<file path="config.mk">
export PLATFORM = sky130hd
export DESIGN_NAME = fetch_stage
export DESIGN_NICKNAME = d
export VERILOG_FILES = /design/src/rtl/fetch_stage.sv
export SDC_FILE = /design/constraint.sdc
export NUM_CORES = 1
export LEC_CHECK = 0
export BUFFER_PORTS_ARGS = -buffer_cell sky130_fd_sc_hd__buf_2
export CAP_MARGIN = 20
export CORE_ASPECT_RATIO = 0.5
export CORE_UTILIZATION = 49
export DETAILED_ROUTE_END_ITERATION = 7
export PLACE_DENSITY = 0.9
export SYNTH_ARGS = -nofsm -noshare
export SYNTH_HDL_FRONTEND = slang
export SYNTH_SLANG_ARGS = --single-unit
</file>
<file path="constraint.sdc">
create_clock -name clk -period 4.2 [get_ports clk]
set_input_delay 0.21 -clock clk [delete_from_list [all_inputs] [get_ports clk]]
set_output_delay 0.21 -clock clk [all_outputs]
set_load 0.1 [all_outputs]
</file>
<file path="src/rtl/fetch_stage.sv">
// ---------------------------------------------------------------------------
// fetch_stage
//
// Instruction-fetch stage and IF/ID pipeline register of the pipelined ARM
// core. Holds the program counter and drives the word address into the
// combinational instruction memory. The returned word is captured, together
// with its PC, into the decode-stage register. PC redirects come from
// execute (BranchTakenE) and writeback (PCSrcW). Stall and flush requests
// come from the hazard unit.
//
// Optional feature macro: FETCH_PERF_EN
//   defined   : FetchCount / FlushCount are live 32-bit wrapping counters
//   undefined : both ports are tied to 0 and no counter flops exist
//
// Parameters:
//   RESET_PC    PC loaded on reset
//   IMEM_WORDS  instruction-memory depth in words; fetches at or beyond
//               this word index are flagged on AddrFaultD
//
// Ports:
//   clk           in   core clock, rising-edge
//   reset         in   asynchronous, active-high
//   StallF        in   hold PC
//   StallD        in   hold IF/ID register
//   FlushD        in   replace IF/ID contents with a bubble
//   BranchTakenE  in   execute-stage redirect to ALUResultE
//   ALUResultE    in   branch target from execute
//   PCSrcW        in   writeback redirect to ResultW (write to R15)
//   ResultW       in   R15 value from writeback
//   InstrF        in   word returned by instruction memory for PCF
//   PCF           out  fetch address, bits [1:0] always 0
//   InstrD        out  decode-stage instruction
//   PCD           out  PC of InstrD
//   PCPlus8D      out  PCD+8, architectural R15 read value
//   ValidD        out  InstrD is a real fetched instruction
//   AddrFaultD    out  InstrD came from word index >= IMEM_WORDS
//   FetchCount    out  instructions captured into decode
//   FlushCount    out  valid instructions squashed by FlushD
// ---------------------------------------------------------------------------
module fetch_stage #(
    parameter logic [31:0] RESET_PC   = 32'h0000_0000,
    parameter int          IMEM_WORDS = 64
) (
    input  logic        clk,
    input  logic        reset,
    input  logic        StallF,
    input  logic        StallD,
    input  logic        FlushD,
    input  logic        BranchTakenE,
    input  logic [31:0] ALUResultE,
    input  logic        PCSrcW,
    input  logic [31:0] ResultW,
    input  logic [31:0] InstrF,
    output logic [31:0] PCF,
    output logic [31:0] InstrD,
    output logic [31:0] PCD,
    output logic [31:0] PCPlus8D,
    output logic        ValidD,
    output logic        AddrFaultD,
    output logic [31:0] FetchCount,
    output logic [31:0] FlushCount
);

    // Word-index limit sized to match PCF[31:2] for the fault comparison.
    localparam logic [29:0] IMEM_LIMIT = 30'(IMEM_WORDS);

    // Reset PC is word-aligned so the low bits of PCF never go non-zero.
    localparam logic [31:0] RESET_PC_ALIGNED = {RESET_PC[31:2], 2'b00};

    logic [31:0] pc_next;
    logic        capture;
    logic        fetch_fault;

    assign capture     = !FlushD && !StallD;
    assign fetch_fault = (PCF[31:2] >= IMEM_LIMIT);

    // Next-PC selection. Redirects win over a fetch stall so a taken branch
    // is never lost while the front end is held; execute is younger than
    // writeback and therefore has priority. Alignment is forced last.
    always_comb begin
        pc_next = PCF + 32'd4;
        if (BranchTakenE) begin
            pc_next = ALUResultE;
        end else if (PCSrcW) begin
            pc_next = ResultW;
        end else if (StallF) begin
            pc_next = PCF;
        end
        pc_next[1:0] = 2'b00;
    end

    // Program counter register.
    always_ff @(posedge clk or posedge reset) begin
        if (reset) begin
            PCF <= RESET_PC_ALIGNED;
        end else begin
            PCF <= pc_next;
        end
    end

    // IF/ID pipeline register. A flush leaves PCD/PCPlus8D untouched so the
    // bubble still carries the last meaningful PC; flush beats stall.
    always_ff @(posedge clk or posedge reset) begin
        if (reset) begin
            InstrD     <= 32'd0;
            PCD        <= 32'd0;
            PCPlus8D   <= 32'd0;
            ValidD     <= 1'b0;
            AddrFaultD <= 1'b0;
        end else if (FlushD) begin
            InstrD     <= 32'd0;
            ValidD     <= 1'b0;
            AddrFaultD <= 1'b0;
        end else if (!StallD) begin
            InstrD     <= InstrF;
            PCD        <= PCF;
            PCPlus8D   <= PCF + 32'd8;
            ValidD     <= 1'b1;
            AddrFaultD <= fetch_fault;
        end
    end

`ifdef FETCH_PERF_EN
    // Performance counters: captures into decode, and real instructions
    // (not bubbles) discarded by a flush. Both wrap silently.
    always_ff @(posedge clk or posedge reset) begin
        if (reset) begin
            FetchCount <= 32'd0;
            FlushCount <= 32'd0;
        end else begin
            if (capture) begin
                FetchCount <= FetchCount + 32'd1;
            end
            if (FlushD && ValidD) begin
                FlushCount <= FlushCount + 32'd1;
            end
        end
    end
`else
    // Counters disabled: ports stay for a stable interface, tied to zero.
    assign FetchCount = 32'd0;
    assign FlushCount = 32'd0;

    logic unused_perf;
    assign unused_perf = capture;
`endif

endmodule

</file>
# Word level (Yosys, flattened, before mapping)
# Cells that the tools add are included.
totals:
  ff_bits: 126
  in_bits: 103
  output_inout_bits: 194
  elab_cells: 23
classes:
  n_addsub: 2
  n_lt_le_gt_ge: 1
  n_eq_ne: 2
  muxes: 9
  bitwise_logic: 2
  n_reduce_logical: 1
op_table:
  columns: ["cell", "n"]
  rows:
  - ["2-to-1 mux 32 bit", 5]
  - ["adder 32 x 3 -> 32 bit, second input constant", 1]
  - ["adder 32 x 4 -> 32 bit, second input constant", 1]
  - ["greater-or-equal comparator 30 x 7 -> 1 bit, second input constant", 1]
  - ["2-to-1 mux 1 bit", 4]
  - ["!= test 3 x 1 -> 1 bit, second input constant", 1]
  - ["!= test 2 x 1 -> 1 bit, second input constant", 1]
  - ["inverter 1 bit", 2]
  - ["AND reduction 2 bit", 1]

# Longest topological paths before layout
logic_depth:
  depth_word: 4
  mapped_depth: 7
  ltp_nobuf: 6

# Worst setup path after synthesis
# Ideal clock, no wire load.
synth_timing:
  path_type: "reg2reg"
  startpoint: "register PCF[3]"
  endpoint: "register PCF[31]"
  setup_ns: 0.092
  arrival_ns: 2.547
  required_time_ns: 4.108
  path_slack_ns: 1.561
  path_stages_with_launch: 8
  path_buffers: 1
  synth_period_minus_slack_ns: 2.639
  cell_sequence: "dfrtp_1 ha_1 buf_2 nand4_2 nor4_4 nand4_1 xor2_1 o31ai_2"
synth_between:
  elab_chain_len: 4
synth_rtl:
  columns: ["element", "line_no", "rtl"]
  rows:
  - ["start, declared", "54", "output logic [31:0] PCF,"]
  - ["start signal, assigned", "97", "PCF <= pc_next;"]
  - ["adder 32 x 3 -> 32 bit", "81", "pc_next = PCF + 32'd4;"]
  - ["2-to-1 mux 32 bit", "86", "end else if (StallF) begin"]
  - ["2-to-1 mux 32 bit", "84", "end else if (PCSrcW) begin"]
  - ["2-to-1 mux 32 bit", "82", "if (BranchTakenE) begin"]
# No other way between the ends. The select of a mux whose other input is x is not followed.
# A chain may end at the register's enable or synchronous reset.

# Worst setup path after layout
layout_timing:
  startpoint: "register PCF[4]"
  endpoint: "register PCF[31]"
# The elaborated chain is that of the path after synthesis.

==> flow_summary_export.csv <==
group,metric,value,unit
global_routing,grt_overflow,0,
clock_tree,clkSinkCount,123,
synthesis,synth_cell_types,60,
timing,slew_headroom,0.3444,
route,wl_per_cell,17.51,um
place,dp_hpwl,13220,um
setup_path,cp_cell_sequence,"ha_1 -> nand4_2 -> nor4_4 -> nand4_1 -> xor2_1 -> o31ai_2",
finish,final_core_util,0.6172,
timing,worst_pin_slew,0.9834,ns
route,antenna_left,0,
floorplanning,core-area,0.01378,sq mm
synthesis,synth_seq_area_share,0.4376,
floorplanning,die_height,86.72,um
route,vias_per_cell,5.400,
place,port_buffers,222,
finish,diodes,0,
outcome,status,"finished with violations",
clock_tree,h-tree-depth,4,
timing,finalHoldViolCount,35,
clock_tree,cts_setup_buffers,0,
finish,final_area,0.008502,sq mm
synthesis,yosysWarningCount,0,
setup_path,critPathTopFamily,"simple AND/OR/NAND/NOR gates",
global_routing,grt_pass1_vias,5660,
timing,fin_hold_ws,-0.02814,ns
worst_hold_path,hp-class,"input pin to asynchronous set/reset pin",
timing,timing.final.max_slew_violations,0,
floorplanning,start_util,0.5106,
global_routing,grt_max_degree,94,
setup_path,crit_path_top_delay_cell,"nor4_4",
floorplanning,die_area,0.01487,sq mm
setup_path,startpoint_type,"flip-flop",
power_and_ir_drop,leakage,4.091,nW
route,drt_wl_total,19280,um
setup_path,endpoint_kind,"flip-flop",
place,placed_area,0.007840,sq mm
synthesis,syn_inst,712,
synthesis,syn-cell-area,0.007034,sq mm
timing,fin_skew,0.007940,ns
finish,fill_cells,1129,
timing,fin_tns_setup,0,ns
global_routing,track_usage,0.2635,
synthesis,ys_async_sr_fraction,1.000,
setup_path,rrSetupSlack,1.56,ns
floorplanning,ios,297,
clock_tree,ctsResizeCount,0,
outcome,failed_checks,"hold timing",
setup_path,critPathBufInv,0,
synthesis,syn_avg_cell_area,9.880,sq um
timing,fin_crit_sh,0.6283,
setup_path,slowest_delay,0.66,ns
synthesis,synth_edf_count,0,
route,drcViolationCount,0,
clock_tree,cts_tree,"built",
route,dr.pass1.iters,6,
global_routing,grt_pass1_wl,29750,um
timing,setup_violations,0,
global_routing,antenna_found_initial,0,
finish,multi_input_area,0.003342,sq mm
finish,regArea,0.003078,sq mm
finish,drive_above_1_share,0.3399,
power_and_ir_drop,max-vdd-ir-drop,0.2621,mV
place,dpl_worst_slack,1.627,ns
synthesis,synth-seq-cells,123,
clock_tree,cts_buffers,17,
route,drt_iter0_markers,389,
place,gp_congestion,0.8945,
clock_tree,cts_buffer_depth,2,
setup_path,cp.arrival,2.95,ns
clock_tree,clk_latency,0.41,ns
setup_path,required,4.51,ns
clock_tree,clock-root-buffer,"clkbuf_16",
route,vias,5945,
timing,grt_setup_unrepaired,"no",
power_and_ir_drop,power.density,615.8,mW/mm^2
synthesis,ys.flop_type,"dfrtp_1",
run,cap_violations,0,
clock_tree,path_clk_slew,0.06,ns
timing,final.setup.worst_slack,1.561,ns
floorplanning,dieWidth,171.4,um
clock_tree,holdBufCountCts,1,
timing,timing.fmax,378.9,MHz
timing,finalCriticalPeriod,2.639,ns
floorplanning,rows,30,
setup_path,crit_type,"flip-flop to flip-flop",
finish,syn2layout_area_growth,20.86,%
setup_path,cp_max_fo,9,
finish,fin_nets,1003,
==> stage by stage <==
stage          std cells  total power, mW
5_1_grt             1101            5.391
4_1_cts             1101            5.251
2_1_floorplan        781            3.349
3_5_place_dp        1069            3.611
6_report            1101            5.236
3_3_place_gp        1069            3.583
==> power breakdown <==
group	internal [mW]	switching, mW	leakage (nW)
Sequential	1.34	0.182	1.49
Combinational	0.313	1.76	2.28
Clock	1.11	0.523	0.320
Total	2.77	2.47	4.09
==> metal layers <==
layer  routed length, um  GRT usage  part of all wire
met4                 431     0.1039             0.022
met1                7758     0.3285              0.40
met2                9477     0.4347              0.49
met3                1615    0.07534             0.084
met5                   0          0                 0
==> state kept, by name, indices dropped and copies added, names as in the netlist <==
signal	flops
InstrD	32
PCD	30
PCF	30
PCPlus8D	29
AddrFaultD	1
ValidD	1
==> cell usage after synthesis (2+ instances only) <==
cell / number / area [sq um]
dfrtp_1: 123 / 3078
nor2_1: 83 / 311.6
buf_4: 82 / 615.6
a21oi_1: 59 / 295.3
nand2_1: 39 / 146.4
mux2i_1: 36 / 360.4
mux2_2: 32 / 360.4
clkbuf_1: 27 / 101.4
xor2_1: 27 / 236.5
nand3_1: 21 / 105.1
xnor2_1: 21 / 183.9
and3_1: 14 / 87.58
nand4_1: 12 / 75.07
o21ai_0: 12 / 60.06
inv_1: 11 / 41.29
o221ai_1: 11 / 96.34
nor4_1: 9 / 56.30
buf_1: 7 / 26.28
buf_2: 7 / 35.03
nor3_1: 7 / 35.03
buf_6: 5 / 56.30
a221oi_1: 4 / 35.03
o22ai_1: 4 / 25.02
ha_1: 3 / 37.54
nand4_2: 3 / 37.54
nand4_4: 3 / 63.81
nor4_4: 3 / 63.81
o211ai_1: 3 / 22.52
o31ai_1: 3 / 22.52
or3_1: 3 / 18.77
a221o_1: 2 / 20.02
and2_1: 2 / 12.51
and4_1: 2 / 17.52
nand2b_1: 2 / 12.51
nor2b_1: 2 / 12.51
nor3_2: 2 / 20.02
nor4_2: 2 / 25.02
o21a_1: 2 / 15.01
==> path summary, 6_finish.rpt <==
path / start / to / depth (start not counted)
worst max-delay path: PCF[4]$_DFFE_PP0P_ / PCF[31]$_DFFE_PP0P_ / 6
min in group clk: ALUResultE[26] / PCF[26]$_DFFE_PP0P_ / 3
worst min-delay path: reset / InstrD[23]$_DFFE_PP0P_ / 2
worst min register to register: PCD[11]$_DFFE_PP0P_ / PCD[11]$_DFFE_PP0P_ / 1
worst max register to register: PCF[4]$_DFFE_PP0P_ / PCF[31]$_DFFE_PP0P_ / 6
max in group asynchronous: reset / PCF[17]$_DFFE_PP0P_ / 3
==> area by class of cell <==
type | instances | area share
Multi-Input combinational cell | 518 | 0.3931
Sequential cell | 123 | 0.3620
Timing Repair Buffer | 226 | 0.1345
Clock buffer | 24 | 0.05784
Tap cell | 192 | 0.02826
Clock inverter | 7 | 0.01884
Inverter | 11 | 0.005445
==> placed cells by master (no fill, tap or decap), types with 4 or more instances in the layout <==
| cell type | synthesis | final |
|---|---|---|
| a221oi_1 | 4 | 4 |
| mux2i_1 | 36 | 36 |
| nand3_1 | 21 | 21 |
| buf_2 | 7 | 222 |
| nand4_1 | 12 | 12 |
| dfrtp_1 | 123 | 123 |
| o22ai_1 | 4 | 4 |
| clkbuf_16 | 0 | 17 |
| conb_1 | 1 | 70 |
| inv_1 | 11 | 10 |
| mux2_2 | 32 | 32 |
| and3_1 | 14 | 14 |
| o21ai_0 | 12 | 12 |
| a21oi_1 | 59 | 59 |
| xnor2_1 | 21 | 21 |
| clkbuf_8 | 0 | 4 |
| nand2_1 | 39 | 39 |
| nor3_1 | 7 | 7 |
| nor2_1 | 83 | 82 |
| xor2_1 | 27 | 27 |
| o221ai_1 | 11 | 11 |
| bufinv_16 | 0 | 5 |
| nor4_1 | 9 | 9 |
==> cell families (layout without fill, tap and decap cells) <==
kind of cell | Yosys count | after routing | share of synthesized area
buffers and inverters | 140 | 268 | 0.1252
muxes | 68 | 68 | 0.1025
DFF | 123 | 123 | 0.4376
xor gates and xnor gates | 48 | 48 | 0.05977
and+or+nand+nor | 218 | 218 | 0.1684
AOI/OAI and AO/OA | 111 | 111 | 0.1007
adders and majority gates | 3 | 3 | 0.005337
other | 1 | 70 | 0.0005331
(Power assumes the default switching activity.)
